[config.mk]
export PLATFORM = sky130hd
export DESIGN_NAME = id_ex_stage
export DESIGN_NICKNAME = d
export VERILOG_FILES = /design/src/rtl/riscv_pkg.sv /design/src/rtl/regfile.sv /design/src/rtl/id_ex_stage.sv
export SDC_FILE = /design/constraint.sdc
export NUM_CORES = 2
export LEC_CHECK = 0
export ABC_AREA = 1
export CORE_ASPECT_RATIO = 0.7
export CORE_MARGIN = 5
export CORE_UTILIZATION = 40
export DETAILED_ROUTE_END_ITERATION = 16
export GPL_ROUTABILITY_DRIVEN = 1
export PLACE_DENSITY_LB_ADDON = 0.1
export SLEW_MARGIN = 10
export SYNTH_ARGS = -nofsm -noshare
export SYNTH_HDL_FRONTEND = slang
export SYNTH_SLANG_ARGS = --single-unit
[constraint.sdc]
create_clock -name clk -period 4.45 [get_ports clk]
set_input_delay 0.6675 -clock clk [delete_from_list [all_inputs] [get_ports clk]]
set_output_delay 0.6675 -clock clk [all_outputs]
set_load 0.05 [all_outputs]
[src/rtl/riscv_pkg.sv]
// Shared RV32I decode constants for the ID/EX slice.
// ALU opcode encodings, major opcodes and funct3 values.
package riscv_pkg;

  typedef logic [3:0] alu_op_t;

  localparam alu_op_t ALUOP_AND = 4'b0000;
  localparam alu_op_t ALUOP_OR  = 4'b0001;
  localparam alu_op_t ALUOP_ADD = 4'b0010;
  localparam alu_op_t ALUOP_SUB = 4'b0110;
  localparam alu_op_t ALUOP_LT  = 4'b0111;
  localparam alu_op_t ALUOP_SRL = 4'b1000;
  localparam alu_op_t ALUOP_SLL = 4'b1001;
  localparam alu_op_t ALUOP_SRA = 4'b1010;
  localparam alu_op_t ALUOP_XOR = 4'b1101;

  localparam logic [6:0] OP_R      = 7'b0110011;
  localparam logic [6:0] OP_IMM    = 7'b0010011;
  localparam logic [6:0] OP_LOAD   = 7'b0000011;
  localparam logic [6:0] OP_STORE  = 7'b0100011;
  localparam logic [6:0] OP_BRANCH = 7'b1100011;

  localparam logic [2:0] FUNCT3_ADD  = 3'b000;
  localparam logic [2:0] FUNCT3_SLL  = 3'b001;
  localparam logic [2:0] FUNCT3_SLT  = 3'b010;
  localparam logic [2:0] FUNCT3_SLTU = 3'b011;
  localparam logic [2:0] FUNCT3_XOR  = 3'b100;
  localparam logic [2:0] FUNCT3_SR   = 3'b101;
  localparam logic [2:0] FUNCT3_OR   = 3'b110;
  localparam logic [2:0] FUNCT3_AND  = 3'b111;

endpackage

[src/rtl/regfile.sv]
// 2R1W register file, x0 hardwired to zero, sync reset clear.
// REGFILE_WRITE_BYPASS_EN makes same-cycle writes visible on reads.
module regfile #(
  parameter int XLEN     = 32,
  parameter int NUM_REGS = 32
) (
  input  logic            clk,
  input  logic            rst,
  input  logic            we,
  input  logic [4:0]      waddr,
  input  logic [XLEN-1:0] wdata,
  input  logic [4:0]      raddr1,
  input  logic [4:0]      raddr2,
  output logic [XLEN-1:0] rdata1,
  output logic [XLEN-1:0] rdata2
);

  logic [XLEN-1:0] mem_q [NUM_REGS];
  logic [XLEN-1:0] mem_d [NUM_REGS];

  always_comb begin
    mem_d = mem_q;
    if (we && waddr != '0)
      mem_d[waddr] = wdata;
  end

  always_ff @(posedge clk) begin
    if (rst) begin
      for (int i = 0; i < NUM_REGS; i++)
        mem_q[i] <= '0;
    end else begin
      mem_q <= mem_d;
    end
  end

  always_comb begin
    rdata1 = (raddr1 == '0) ? '0 : mem_q[raddr1];
    rdata2 = (raddr2 == '0) ? '0 : mem_q[raddr2];
`ifdef REGFILE_WRITE_BYPASS_EN
    if (we && waddr != '0 && waddr == raddr1)
      rdata1 = wdata;
    if (we && waddr != '0 && waddr == raddr2)
      rdata2 = wdata;
`endif
  end

endmodule

[src/rtl/id_ex_stage.sv]
// RV32I decode/operand stage feeding the ALU through an ID/EX register.
// Optional REGFILE_WRITE_BYPASS_EN enables regfile write-through.
module id_ex_stage
  import riscv_pkg::*;
#(
  parameter int XLEN     = 32,
  parameter int NUM_REGS = 32
) (
  input  logic            clk,
  input  logic            rst,
  input  logic            in_valid,
  input  logic [31:0]     in_instr,
  input  logic            stall,
  input  logic            flush,
  input  logic            wb_we,
  input  logic [4:0]      wb_rd,
  input  logic [XLEN-1:0] wb_data,
  output logic            ex_valid,
  output logic [XLEN-1:0] ex_op1,
  output logic [XLEN-1:0] ex_op2,
  output alu_op_t         ex_alu_op,
  output logic [XLEN-1:0] ex_rs2_data,
  output logic [4:0]      ex_rd,
  output logic            ex_reg_write,
  output logic            ex_illegal
);

  logic [6:0]      opcode;
  logic [2:0]      funct3;
  logic [XLEN-1:0] rs1_data;
  logic [XLEN-1:0] rs2_data;
  logic [XLEN-1:0] imm_i;
  logic [XLEN-1:0] imm_s;
  logic [XLEN-1:0] shamt;

  alu_op_t         dec_alu_op;
  logic [XLEN-1:0] dec_op2;
  logic            dec_reg_write;
  logic            dec_illegal;

  logic            valid_q, valid_d;
  logic [XLEN-1:0] op1_q, op1_d;
  logic [XLEN-1:0] op2_q, op2_d;
  alu_op_t         alu_op_q, alu_op_d;
  logic [XLEN-1:0] rs2_data_q, rs2_data_d;
  logic [4:0]      rd_q, rd_d;
  logic            reg_write_q, reg_write_d;
  logic            illegal_q, illegal_d;

  regfile #(
    .XLEN     (XLEN),
    .NUM_REGS (NUM_REGS)
  ) u_regfile (
    .clk    (clk),
    .rst    (rst),
    .we     (wb_we),
    .waddr  (wb_rd),
    .wdata  (wb_data),
    .raddr1 (in_instr[19:15]),
    .raddr2 (in_instr[24:20]),
    .rdata1 (rs1_data),
    .rdata2 (rs2_data)
  );

  assign opcode = in_instr[6:0];
  assign funct3 = in_instr[14:12];
  assign imm_i  = {{(XLEN-12){in_instr[31]}}, in_instr[31:20]};
  assign imm_s  = {{(XLEN-12){in_instr[31]}},
                   in_instr[31:25], in_instr[11:7]};
  assign shamt  = XLEN'(in_instr[24:20]);

  // alt selects SUB/SRA; funct3 011 has no ALU mapping here
  function automatic alu_op_t f3_op(
    input logic [2:0] f3,
    input logic       alt
  );
    alu_op_t op;
    op = ALUOP_ADD;
    unique case (f3)
      FUNCT3_ADD:  op = alt ? ALUOP_SUB : ALUOP_ADD;
      FUNCT3_SLL:  op = ALUOP_SLL;
      FUNCT3_SLT:  op = ALUOP_LT;
      FUNCT3_SLTU: op = ALUOP_ADD;
      FUNCT3_XOR:  op = ALUOP_XOR;
      FUNCT3_SR:   op = alt ? ALUOP_SRA : ALUOP_SRL;
      FUNCT3_OR:   op = ALUOP_OR;
      FUNCT3_AND:  op = ALUOP_AND;
    endcase
    return op;
  endfunction

  always_comb begin
    dec_alu_op    = ALUOP_ADD;
    dec_op2       = rs2_data;
    dec_reg_write = 1'b0;
    dec_illegal   = 1'b0;
    case (opcode)
      OP_R: begin
        dec_alu_op    = f3_op(funct3, in_instr[30]);
        dec_illegal   = (funct3 == FUNCT3_SLTU);
        dec_reg_write = ~dec_illegal;
      end
      OP_IMM: begin
        dec_alu_op = f3_op(funct3,
          (funct3 == FUNCT3_SR) & in_instr[30]);
        dec_op2 = (funct3 == FUNCT3_SLL ||
                   funct3 == FUNCT3_SR) ? shamt : imm_i;
        dec_illegal   = (funct3 == FUNCT3_SLTU);
        dec_reg_write = ~dec_illegal;
      end
      OP_LOAD: begin
        dec_op2       = imm_i;
        dec_reg_write = 1'b1;
      end
      OP_STORE: begin
        dec_op2 = imm_s;
      end
      OP_BRANCH: begin
        dec_alu_op = ALUOP_SUB;
      end
      default: begin
        dec_illegal = 1'b1;
        dec_op2     = imm_i;
      end
    endcase
  end

  always_comb begin
    valid_d     = valid_q;
    op1_d       = op1_q;
    op2_d       = op2_q;
    alu_op_d    = alu_op_q;
    rs2_data_d  = rs2_data_q;
    rd_d        = rd_q;
    reg_write_d = reg_write_q;
    illegal_d   = illegal_q;
    if (flush) begin
      valid_d     = 1'b0;
      reg_write_d = 1'b0;
    end else if (!stall) begin
      valid_d     = in_valid;
      op1_d       = rs1_data;
      op2_d       = dec_op2;
      alu_op_d    = dec_alu_op;
      rs2_data_d  = rs2_data;
      rd_d        = in_instr[11:7];
      reg_write_d = in_valid & dec_reg_write;
      illegal_d   = dec_illegal;
    end
  end

  always_ff @(posedge clk) begin
    if (rst) begin
      valid_q     <= 1'b0;
      op1_q       <= '0;
      op2_q       <= '0;
      alu_op_q    <= ALUOP_AND;
      rs2_data_q  <= '0;
      rd_q        <= '0;
      reg_write_q <= 1'b0;
      illegal_q   <= 1'b0;
    end else begin
      valid_q     <= valid_d;
      op1_q       <= op1_d;
      op2_q       <= op2_d;
      alu_op_q    <= alu_op_d;
      rs2_data_q  <= rs2_data_d;
      rd_q        <= rd_d;
      reg_write_q <= reg_write_d;
      illegal_q   <= illegal_d;
    end
  end

  assign ex_valid     = valid_q;
  assign ex_op1       = op1_q;
  assign ex_op2       = op2_q;
  assign ex_alu_op    = alu_op_q;
  assign ex_rs2_data  = rs2_data_q;
  assign ex_rd        = rd_q;
  assign ex_reg_write = reg_write_q;
  assign ex_illegal   = illegal_q;

endmodule

# --- Word level (Yosys, flattened, before mapping) ---
# Cells that the tools add are included.
op_classes:
  bitwise: 8
  reduce_logical: 12
  mux: 22
  n_lt_le_gt_ge: 4
  eq_ne: 12
op_table:
  columns: ["cell", "n"]
  rows:
  - ["bitwise mux 1024 bit", 1]
  - ["binary-select mux 32 bit (select 5 bit)", 2]
  - ["2-to-1 mux 32 bit", 8]
  - ["demux 32 bit (select 5 bit)", 1]
  - ["one-hot mux 32 bit (3 select lines)", 1]
  - ["one-hot mux 4 bit (8 select lines)", 2]
  - ["greater-or-equal comparator 6 bit (second input constant)", 3]
  - ["NOT 5 -> 6 bit", 3]
  - ["== test 7 x 6 -> 1 bit (second input constant)", 2]
  - ["== test 3 bit (second input constant)", 4]
  - ["one-hot mux 4 bit (3 select lines)", 1]
  - ["logical NOT 5 bit", 2]
  - ["== test 7 x 2 -> 1 bit (second input constant)", 1]
  - ["== test 7 x 5 -> 1 bit (second input constant)", 1]
  - ["== test 7 bit (second input constant)", 1]
  - ["== test 3 x 2 -> 1 bit (second input constant)", 2]
  - ["< comparator 6 x 1 -> 1 bit (second input constant)", 1]
  - ["2-to-1 mux 3 bit", 2]
  - ["OR reduction 2 bit", 3]
  - ["nonzero test 5 bit", 1]
  - ["2-to-1 mux 2 bit", 2]
  - ["one-hot mux 1 bit (2 select lines)", 2]
  - ["== test 3 x 1 -> 1 bit (second input constant)", 1]
  - ["logical NOT 3 bit", 1]
  - ["6 further kinds", 10]
word_totals:
  inputBits: 75
  reg_bits: 1132

# --- Longest topological paths before layout ---
depth:
  ltp_word: 6
  ltp_mapped: 16
  mapped_depth_nobuf: 13

# --- Hierarchy ---
# From an unflattened synthesis, not the netlist that was laid out.
hier_totals:
  hier_cells: 9350
  area_unflattened_um2: 59191.8
by_module_without_submodules:
  columns: ["module", "n_inst", "area_per_inst_um2", "seq_area_each_um2", "cells_each"]
  rows:
  - ["regfile", 1, 54731.2, 20499.7, 8789]
  - ["id_ex_stage", 1, 4460.5, 2162.1, 561]

# --- Worst setup path after synthesis ---
# Ideal clock, no wire load.
synth_path:
  path_type: "input -> register"
  start: "input in_instr[20]"
  end: "register op2_q[19], in the netlist ex_op2[19]"
  setup_ns: 0.109
  setup_slack_ns: 2.376
  stages: 10
  arrival_time_ns: 1.966
  path_cell_list: "buf_2 > inv_2 > buf_2 > buf_2 > nand4_2 > clkbuf_1 > nand3_1 > nand3_1 > nand2_1 > inv_1"
synth_via:
  elab_chain_len: 6
  elab_cells_between_ends: 7
synth_lines:
  columns: ["element", "line", "source"]
  rows:
  - ["start: declaration", "id_ex_stage.sv:12", "input logic [31:0] in_instr,"]
  - ["NOT 5 -> 6 bit (not written as such)", "regfile.sv:38", "rdata2 = (raddr2 == '0) ? '0 : mem_q[raddr2];"]
  - ["binary-select mux 32 bit (select 5 bit)", "regfile.sv:38", null]
  - ["2-to-1 mux 32 bit (not written as such) (2 in series)", "regfile.sv:38", null]
  - ["2-to-1 mux 32 bit *", "regfile.sv:38", null]
  - ["one-hot mux 32 bit (3 select lines) *", "id_ex_stage.sv:97", "case (opcode)"]
  - ["end signal: assignment", "id_ex_stage.sv:165", "op2_q <= op2_d;"]
  - ["end: declaration", "id_ex_stage.sv:43", "logic [XLEN-1:0] op2_q, op2_d;"]
# Mark *: on every way between the ends. The rest lies on a longest branch, timed or not. The select of a mux whose other input is x is not followed.
# A chain may end at the register's enable or synchronous reset.

# --- Final worst setup path ---
layout_path:
  start: "input wb_rd[3]"
  end: "register u_regfile.mem_q[689] in the netlist's numbering"
layout_via:
  elab_chain_len: 6
  elab_cells_between_ends: 9
layout_lines:
  columns: ["element", "line", "source"]
  rows:
  - ["start: declaration", "id_ex_stage.sv:16", "input logic [4:0] wb_rd,"]
  - ["NOT 5 -> 6 bit (not written as such)", "regfile.sv:24", "mem_d[waddr] = wdata;"]
  - ["greater-or-equal comparator 6 bit (not written as such) / < comparator 6 x 1 -> 1 bit (equally long branches)", "regfile.sv:24", null]
  - ["logical AND 1 bit (not written as such)", "regfile.sv:24", null]
  - ["2-to-1 mux 32 bit (not written as such)", "regfile.sv:24", null]
  - ["demux 32 bit (select 5 bit)", "regfile.sv:24", null]
  - ["bitwise mux 1024 bit", "regfile.sv:24", null]
  - ["end signal: assignment", "regfile.sv:32", "mem_q <= mem_d;"]
  - ["end: declaration", "regfile.sv:18", "logic [XLEN-1:0] mem_q [NUM_REGS];"]
# Parallel ways exist; a longest one is shown, timed or not.

==> out/metrics.yaml <==
placed_cell_area_um2: 62100
syn_area_um2: 59200
antenna_found_initial: 12
yosysWarnings: 0
grt_max_degree: 203
ys_types: 34
post-route-min-period_ns: 2.84
slew_headroom: 0.164
port_buffers: 182
cts_setup_buffers: 0
first_pass_iters: 8
rows: 118
fillerInstances: 15400
ant_nets: 0
finalSetupViolCount: 0
register_area_um2: 22700
hold_buffers: 0
irDropWorstVdd_mv: 0.319
htreeDepth: 3
drive_gt1_frac: 0.0544
gr-total-overflow: 0
clock_skew_ns: 0.0372
fin_util: 0.448
die-area_um2: 156000
most-common-layout-cells: "1,938 x nand2_1, 1,569 x nor2_1, 1,386 x o21ai_0"
cts-root-buf: "clkbuf_16"
tritoncts: "yes"
p_per_area_nw_per_um2: 365
grt_use_total: 0.326
setup_slack_ns: 1.61
die_h_um: 332
synthesis.nets: 9567
maxCapViolCount: 0
drc: 0
grt_pass1_vias: 58200
wl_per_cell_um: 23.9
pin_count: 183
layout_commonest_cell: "nand2_1"
switching_share: 0.296
p_comb_frac: 0.135
syn_area_per_cell_um2: 6.24
cts_inserted_buffers: 121
cts_buffer_depth: 3
hold_viol: 0
synth.ff_latch_count: 1132
grt.met1_usage: 0.476
path_clk_slew_ns: 0.06
syn_to_final_growth_pct: 11.7
crit_type: "input port to flop"
required_ns: 5.07
worstMarginPinSlew_ns: 1.25
die_x_um: 470
clockPowerShare: 0.434
p_int_uw: 17000
fin_total_pwr_uw: 24100
hp-class: "input port to flop"
worstPathMaxFanout: 48
start_kind: "input port"
gp_congestion: 0.901
worst_ep_arrival_time_ns: 3.46
fin_tns_setup_ns: 0
dp_slack_ns: 0.938
grt.busiest_layer: "met1"
core_region_area_um2: 147000
multiInputGateArea_um2: 31100
gr-usage-met3: 0.102
nets: 9222
cts_sinks: 1132
hpwl_mm: 158
cts_resized: 0
finalCritPeriodShare: 0.638
seqPwrFrac: 0.431
start_util: 0.401
via_per_inst: 5.78
rsz0062_at_grt: "no"
postLayoutCellArea_um2: 66100
synthCells: 9492
yosysSeqAreaShare: 0.383
clk_latency_ns: 0.79
via_count: 64900
outcome: "completed"
max_freq_mhz: 352
slew_violations: 0
use_met2: 0.459
p_leak_uw: 0.0263
drtIter0Drc: 8997
critPathCaptureType: "flop"
power.switching_uw: 7150
drt-total-wl_mm: 268
grt_pass1_wl_mm: 393
-- power groups by stage --
stage	sequential (uW)	clock, uW	combinational (uW)
finish	10400	10500	3250
global route	10400	11000	3420
CTS	10400	10600	3130
detailed placement	10600	0	3120
global placement	10600	0	3110
floorplan	10800	0	1640
-- state kept, by name (all words and copies together) (netlist names) --
| name | flops |
|---|---|
| ex_valid | 1 |
| ex_alu_op | 4 |
| ex_op2 | 32 |
| ex_reg_write | 1 |
| ex_rd | 5 |
| ex_illegal | 1 |
| u_regfile.mem_q | 1024 |
| ex_op1 | 32 |
| ex_rs2_data | 32 |
-- area by class of cell --
type,count,share of cell area
Antenna cell,3,0.000114
Inverter,511,0.0297
Multi-Input combinational cell,6996,0.471
Sequential cell,1132,0.343
Clock buffer,188,0.0554
Tap cell,1980,0.0375
Timing Repair Buffer,385,0.0587
Clock inverter,34,0.00532
-- through the flow --
stage / cells / hold WS, ns
3_3_place_gp: 11000 / 0.429
4_1_cts: 11200 / 0.368
6_report: 11200 / 0.421
2_1_floorplan: 9492 / 0.419
5_1_grt: 11200 / 0.401
3_5_place_dp: 11000 / 0.433
-- critical path, cell delays in order --
cell	delay (ns)
clkdlybuf4s50_1	0.62
nor3_1	0.12
nand2_1	0.07
nand2_1	0.10
inv_2	0.11
nand2_1	0.11
nor2_2	0.86
inv_2	0.03
buf_4	0.38
o21ai_0	0.27
a21oi_1	0.06
-- cells by family after synthesis --
| group | count (synthesis) | share of synthesized area |
|---|---|---|
| AND/OR/NAND/NOR | 4531 | 0.310 |
| AO/OA/AOI/OAI | 2465 | 0.214 |
| flip-flops | 1132 | 0.383 |
| buffers and inverters | 1364 | 0.0932 |
-- per-layer routing --
layer	share of wire	up-vias
li1	-	30300
met1	0.44	30400
met2	0.40	3800
met3	0.13	472
met4	0.028	8
met5	0.00020	-
-- cells in the mapped netlist (all sizes together) --
cell type / count / area, um2
nand3b: 1 / 7.51
o21a: 14 / 105
o22ai: 58 / 363
o311ai: 1 / 8.76
nor2: 1601 / 6080
inv: 507 / 1910
o211ai: 12 / 90.1
clkinv: 4 / 15.0
o41ai: 1 / 8.76
or2: 2 / 12.5
nand2: 1942 / 7300
a21oi: 819 / 4100
nor3: 10 / 65.1
a211oi: 15 / 113
buf: 374 / 1790
nand3: 961 / 4810
a21boi: 51 / 383
o21ai: 1494 / 7480
clkbuf: 479 / 1810
dfxtp: 1132 / 22700
nand4: 14 / 93.8
-- worst paths after layout --
path,from,end,slack (ns),depth (start not counted)
worst max-delay path,wb_rd[3],u_regfile.mem_q[689],1.61,11
worst min-delay path,rst,u_regfile.mem_q[1008],0.42,2
worst max register to register,u_regfile.mem_q[205],ex_op2[13],2.40,10
worst min register to register,u_regfile.mem_q[1001],u_regfile.mem_q[1001],0.44,2
No activity file was read; power rests on OpenSTA's default activity.
